### src/rtl/sprite_bram_writer_pkg.sv
// Shared definitions for the sprite BRAM writer.
//   - state_t       : writer FSM states (IDLE, LOAD, FLUSH, DONE)
//   - SPR_W_DEF/H   : default sprite geometry in pixels
//   - PIX_PER_WORD  : 4-bit pixels packed per 32-bit BRAM word
//   - cnt_width()   : counter width for a given pixel count (never 0)
package sprite_bram_writer_pkg;

   localparam int SPR_W_DEF    = 266;
   localparam int SPR_H_DEF    = 64;
   localparam int PIX_PER_WORD = 8;
   localparam int NIB_W        = 4;
   localparam int WORD_W       = 32;

   typedef enum logic [1:0] {
      ST_IDLE  = 2'd0,
      ST_LOAD  = 2'd1,
      ST_FLUSH = 2'd2,
      ST_DONE  = 2'd3
   } state_t;

   function automatic int cnt_width(input int n);
      return (n > 1) ? $clog2(n) : 1;
   endfunction

endpackage

### src/rtl/sprite_bram_writer_nibble_packer.sv
// nibble_packer: collects up to eight 4-bit pixels into one 32-bit word.
// Pixel k of a word lands in bits [31-4k:28-4k] (first pixel in the MSBs);
// nibbles not yet filled are zero, so a partial word can be written as-is.
// Ports:
//   clk, rst_n   : clock, asynchronous active-low reset
//   i_clear      : synchronous clear of word and fill count
//   i_push       : accept i_nib into slot o_fill
//   i_nib        : incoming pixel
//   o_fill       : slot the next pixel goes to (0..7)
//   o_word_next  : current word with i_nib already placed in slot o_fill
module nibble_packer
   import sprite_bram_writer_pkg::*;
(
   input  logic              clk,
   input  logic              rst_n,
   input  logic              i_clear,
   input  logic              i_push,
   input  logic [NIB_W-1:0]  i_nib,
   output logic [2:0]        o_fill,
   output logic [WORD_W-1:0] o_word_next
);

   logic [WORD_W-1:0] r_word;
   logic [2:0]        r_fill;
   logic [WORD_W-1:0] w_word_next;

   always_comb begin
      w_word_next = r_word;
      for (int k = 0; k < PIX_PER_WORD; k++) begin
         if (r_fill == 3'(k)) begin
            w_word_next[WORD_W-1-NIB_W*k -: NIB_W] = i_nib;
         end
      end
   end

   always_ff @(posedge clk or negedge rst_n) begin
      if (!rst_n) begin
         r_word <= '0;
         r_fill <= '0;
      end else if (i_clear) begin
         r_word <= '0;
         r_fill <= '0;
      end else if (i_push) begin
         if (r_fill == 3'd7) begin
            // The completed word leaves through o_word_next this cycle;
            // start the next one from all-zero nibbles.
            r_word <= '0;
            r_fill <= '0;
         end else begin
            r_word <= w_word_next;
            r_fill <= r_fill + 3'd1;
         end
      end
   end

   assign o_fill      = r_fill;
   assign o_word_next = w_word_next;

endmodule

### src/rtl/sprite_bram_writer.sv
// sprite_bram_writer: streams one sprite of SPR_W x SPR_H 4-bit palette
// indices (raster order) into a 32-bit BRAM, eight pixels per word, word
// address = pixel_index / 8.
// Handshake: a pixel is transferred on a rising edge where pix_valid and
// pix_ready are both high; pix_valid may drop at any time and simply holds
// all progress.
// Ports:
//   clk_125MHz, reset_n : clock, asynchronous active-low reset
//   start               : one-cycle load request, honoured only in IDLE
//   pix_data/valid/ready: pixel stream
//   addra, dina, wea    : BRAM port A (registered; wea=4'hF for one cycle per word)
//   busy                : high in LOAD and FLUSH
//   done                : one-cycle pulse after the final word is written
//   o_state             : current FSM state, for observation
module sprite_bram_writer
   import sprite_bram_writer_pkg::*;
#(
   parameter int SPR_W  = SPR_W_DEF,
   parameter int SPR_H  = SPR_H_DEF,
   parameter int ADDR_W = 12
)(
   input  logic              clk_125MHz,
   input  logic              reset_n,
   input  logic              start,
   input  logic [3:0]        pix_data,
   input  logic              pix_valid,
   output logic              pix_ready,
   output logic [ADDR_W-1:0] addra,
   output logic [31:0]       dina,
   output logic [3:0]        wea,
   output logic              busy,
   output logic              done,
   output state_t            o_state
);

   localparam int     NPIX      = SPR_W * SPR_H;
   localparam int     CNT_W     = cnt_width(NPIX);
   localparam longint NWORDS    = (longint'(NPIX) + PIX_PER_WORD - 1) / PIX_PER_WORD;
   localparam longint ADDR_SPAN = longint'(1) << ADDR_W;
   localparam logic [CNT_W-1:0] LAST_IDX = CNT_W'(NPIX - 1);

   generate
      if (NWORDS > ADDR_SPAN) begin : g_addr_check
         $error("sprite_bram_writer: sprite needs more words than ADDR_W can address");
      end
   endgenerate

   state_t            r_state;
   state_t            w_state_next;
   logic [CNT_W-1:0]  r_pix_cnt;
   logic [ADDR_W-1:0] r_word_addr;
   logic              r_all_in;
   logic [ADDR_W-1:0] r_addra;
   logic [31:0]       r_dina;
   logic [3:0]        r_wea;

   logic              w_pix_ready;
   logic              w_accept;
   logic              w_clear;
   logic              w_last;
   logic              w_word_full;
   logic              w_write;
   logic [2:0]        w_fill;
   logic [31:0]       w_word_next;

   nibble_packer u_packer (
      .clk         (clk_125MHz),
      .rst_n       (reset_n),
      .i_clear     (w_clear),
      .i_push      (w_accept),
      .i_nib       (pix_data),
      .o_fill      (w_fill),
      .o_word_next (w_word_next)
   );

   assign w_accept    = pix_valid && w_pix_ready;
   assign w_clear     = (r_state == ST_IDLE) && start;
   assign w_last      = (r_pix_cnt == LAST_IDX);
   assign w_word_full = (w_fill == 3'd7);
   // The final pixel always closes a word, full or not.
   assign w_write     = w_accept && (w_word_full || w_last);

   always_ff @(posedge clk_125MHz or negedge reset_n) begin
      if (!reset_n) begin
         r_state <= ST_IDLE;
      end else begin
         r_state <= w_state_next;
      end
   end

   // r_all_in marks that the last pixel has been taken: pix_ready drops so
   // nothing can be accepted past the final address.
   always_comb begin
      w_state_next = r_state;
      w_pix_ready  = 1'b0;
      busy         = 1'b0;
      done         = 1'b0;
      case (r_state)
         ST_IDLE: begin
            if (start) begin
               w_state_next = ST_LOAD;
            end
         end
         ST_LOAD: begin
            busy        = 1'b1;
            w_pix_ready = !r_all_in;
            if (r_all_in) begin
               // Write cycle of a final full word is in progress.
               w_state_next = ST_DONE;
            end else if (w_accept && w_last) begin
               w_state_next = w_word_full ? ST_LOAD : ST_FLUSH;
            end
         end
         ST_FLUSH: begin
            busy         = 1'b1;
            w_state_next = ST_DONE;
         end
         ST_DONE: begin
            done         = 1'b1;
            w_state_next = ST_IDLE;
         end
         default: begin
            w_state_next = ST_IDLE;
         end
      endcase
   end

   // The BRAM port is registered at acceptance of the word-closing pixel, so
   // the write (full word, or the zero-padded partial word during FLUSH)
   // appears exactly one cycle later.
   always_ff @(posedge clk_125MHz or negedge reset_n) begin
      if (!reset_n) begin
         r_pix_cnt   <= '0;
         r_word_addr <= '0;
         r_all_in    <= 1'b0;
         r_addra     <= '0;
         r_dina      <= '0;
         r_wea       <= '0;
      end else begin
         r_wea <= 4'b0000;
         if (w_clear) begin
            r_pix_cnt   <= '0;
            r_word_addr <= '0;
            r_all_in    <= 1'b0;
         end else if (w_accept) begin
            if (w_last) begin
               r_all_in <= 1'b1;
            end else begin
               r_pix_cnt <= r_pix_cnt + 1'b1;
            end
            if (w_write) begin
               r_wea   <= 4'b1111;
               r_addra <= r_word_addr;
               r_dina  <= w_word_next;
               if (!w_last) begin
                  r_word_addr <= r_word_addr + 1'b1;
               end
            end
         end
      end
   end

   assign pix_ready = w_pix_ready;
   assign addra     = r_addra;
   assign dina      = r_dina;
   assign wea       = r_wea;
   assign o_state   = r_state;

endmodule
### config.mk
export PLATFORM = sky130hd
export DESIGN_NAME = sprite_bram_writer
export DESIGN_NICKNAME = d
export VERILOG_FILES = /design/src/rtl/sprite_bram_writer_pkg.sv /design/src/rtl/sprite_bram_writer_nibble_packer.sv /design/src/rtl/sprite_bram_writer.sv
export SDC_FILE = /design/constraint.sdc
export NUM_CORES = 1
export LEC_CHECK = 0
export BUFFER_PORTS_ARGS = -buffer_cell sky130_fd_sc_hd__buf_2
export CORE_UTILIZATION = 35
export DETAILED_ROUTE_END_ITERATION = 12
export GPL_TIMING_DRIVEN = 0
export MAX_ROUTING_LAYER = met4
export SLEW_MARGIN = 20
export SYNTH_ARGS = -nofsm -noshare
export SYNTH_HDL_FRONTEND = slang
export SYNTH_HIERARCHICAL = 1
export SYNTH_SLANG_ARGS = --single-unit
### constraint.sdc
create_clock -name clk_125MHz -period 5.3 [get_ports clk_125MHz]
set_clock_uncertainty 0.2 [all_clocks]
set_input_delay 1.06 -clock clk_125MHz [delete_from_list [all_inputs] [get_ports clk_125MHz]]
set_output_delay 1.06 -clock clk_125MHz [all_outputs]
set_load 0.02 [all_outputs]
==> flow_summary.json <==
{
  "syn-mean-instance-area_um2": 10.8,
  "pwr-share-clk": 0.190,
  "synth_warnings": 6,
  "cts_root_buf": "clkbuf_16",
  "crit_end": "pix_ready",
  "post-route-period-util": 0.519,
  "synth.cell_area_um2": 5790,
  "cp-end-kind": "primary output",
  "layout_common_cells": "dfrtp_1 (110), nand2_1 (89), buf_2 (66), mux2_4 (39), nor2_1 (30)",
  "max_freq_mhz": 363,
  "syn-num-nets": 558,
  "dpl_cell_area_um2": 6380,
  "hold_buffers": 0,
  "cts_num_sinks": 110,
  "synthDistinctLibCells": 49,
  "p_comb_frac": 0.410,
  "worstReg2RegEnd": "addra[10]$_DFFE_PN0P_",
  "htreeDepth": 3,
  "maxCapViolCount": 0,
  "routed_via_density": 5.02,
  "vias": 4148,
  "fin_hold_ws_ns": 0.286,
  "yosys.area.top_type": "dfrtp_1",
  "die_area_um2": 17100,
  "post-place-ws_ns": 2.44,
  "critical_path_arrival_ns": 1.49,
  "grt-ovfl-total": 0,
  "portBuffers": 57,
  "period_minus_slack_ns": 2.75,
  "clk_pin_slew_ns": 0.07,
  "hold_path.startpoint": "u_packer/r_word[1]$_DFFE_PN0P_",
  "ant_nets": 0,
  "crit_type": "flip-flop to primary output",
  "ys_async_sr_fraction": 1.00,
  "fin_tns_setup_ns": 0,
  "timing.final.ws_setup_ns": 2.55,
  "synthTopCellsByArea": "dfrtp_1 (48%), mux2_4 (10%), nand2_1 (5.8%)",
  "slew_violations": 0,
  "p_int_mw": 2.06,
  "final_layout_size_suffix_gt1_frac": 0.284,
  "dpl.hpwl_um": 8820,
  "p_per_area_nw_per_um2": 492,
  "status": "finished clean",
  "grt_usage": 0.168,
  "seq_power_share": 0.400,
  "post_cts_resized": 0,
  "cts_setup_buffers": 0,
  "ys.flop_type": "dfrtp_1",
  "antenna_found_initial": 0,
  "path_max_fanout": 5,
  "totalWireLength_um": 12800,
  "wl_per_cell_um": 15.5,
  "antenna_cells": 0,
  "clk_latency_ns": 0.35,
  "gp_congestion": 0.785,
  "grt_max_degree": 65,
  "grt_pass1_vias": 4347,
  "r2r_slack_ns": 2.76,
  "final_common_cell": "dfrtp_1",
  "r2r_cells": 6,
  "cts_buffers": 9,
  "die_h_um": 131,
  "start_kind": "flip-flop",
  "hold_viol_final": 0,
  "core-area_um2": 16000,
  "slew_headroom": 0.578,
  "synthToLayoutAreaGrowth_pct": 14.6,
  "stdcell_area_um2": 6630,
  "drc_errors": 0,
  "n_fill_cell": 1576,
  "tightest_slew_ns": 0.633,
  "die_x_um": 131,
  "reg2reg_from": "r_pix_cnt[0]$_DFFE_PN0P_",
  "drt-initial-drc-count": 255,
  "firstDrtPassIters": 4,
  "required_ns": 4.04,
  "synth_top_area_frac": 0.476,
  "grt_setup_unrepaired": "false",
  "synth_edf_count": 0,
  "fin_nets": 627,
  "synth.ff_latch_count": 110,
  "hold_class": "flip-flop to flip-flop",
  "seq_area_frac_synth": 0.476,
  "finalSetupViolCount": 0,
  "ir_worst_vdd_mv": 0.207,
  "num_rows": 46,
  "synthCells": 538,
  "grt_pass1_wl_um": 21700,
  "start_util": 0.362,
  "switching_share": 0.368,
  "cts_tree": "yes",
  "pin_count": 61,
  "p_switching_mw": 1.20,
  "p_leak_nw": 3.22,
  "cts.path.max_buffers": 2,
  "power_mw": 3.27
}
[Yosys cell counts, types with 12 or more instances]
library cell / n
a31oi_1: 23
nand4_1: 13
mux2_4: 39
o21ai_0: 13
nand3_1: 19
ha_1: 12
buf_4: 13
nor2_1: 30
mux2_2: 21
nand2_1: 89
a21oi_1: 12
nand3b_1: 23
dfrtp_1: 110
[state kept, by name, indices dropped and copies added (netlist names), named ones only]
| register | count |
|---|---|
| wea | 1 |
| u_packer/o_fill | 3 |
| r_pix_cnt | 15 |
| o_state | 1 |
| r_all_in | 1 |
| dina | 32 |
| addra | 12 |
| r_word_addr | 12 |
| u_packer/r_word | 32 |
[layer usage]
metal | vias up | global-route usage | wire length [µm]
met5 | - | - | 0
met4 | 0 | 0.0494 | 172
met3 | 14 | 0.0338 | 537
met2 | 76 | 0.263 | 6010
met1 | 2064 | 0.220 | 6090
li1 | 1994 | - | -
[worst max-delay path, cell delays in order, from the launching register on]
cell and delay, ns:
dfrtp_1 0.42, inv_1 0.11, ha_1 0.24, nor2b_1 0.19, buf_2 0.19
[logic make-up after synthesis]
family | synth area share
XOR/XNOR | 0.0272
flip-flops | 0.476
multiplexers | 0.147
buffers and inverters | 0.0554
AO/OA/AOI/OAI | 0.0599
AND/OR/NAND/NOR | 0.209
adder cells (fa/ha/maj) | 0.0259
[per-stage QoR]
step	util	instances
2_1_floorplan	-	538
3_3_place_gp	0.396	811
3_5_place_dp	0.398	812
4_1_cts	0.414	826
5_1_grt	0.414	826
6_report	0.414	826
[worst min path at each step]
stage	slack, ns	endpoint	cells past startpoint
6_report	0.29	u_packer/r_word[1]$_DFFE_PN0P_	1
5_1_grt	0.30	u_packer/r_word[1]$_DFFE_PN0P_	1
4_1_cts	0.29	u_packer/r_word[1]$_DFFE_PN0P_	1
3_5_place_dp	0.27	u_packer/r_word[0]$_DFFE_PN0P_	1
3_3_place_gp	0.26	u_packer/r_word[1]$_DFFE_PN0P_	1
2_1_floorplan	0.25	u_packer/r_word[0]$_DFFE_PN0P_	1
[power by group through the flow]
stage,clock network (mW),logic [mW],registers [mW]
after detailed placement,0,1.35,1.32
after floorplan,0,0.856,1.44
after global placement,0,1.31,1.31
final,0.621,1.34,1.31
after CTS,0.630,1.35,1.31
after global routing,0.666,1.48,1.35
[layout make-up]
cell class	count	area, µm²	share of cell area
sequential	110	2750	0.415
multi-input combinational	379	2710	0.409
timing repair buffer	58	319	0.0481
buffer	39	283	0.0426
tap	216	270	0.0408
clock buffer	11	233	0.0351
inverter	10	37.5	0.00566
clock inverter	3	22.5	0.00340
(Power assumes the default switching activity.)
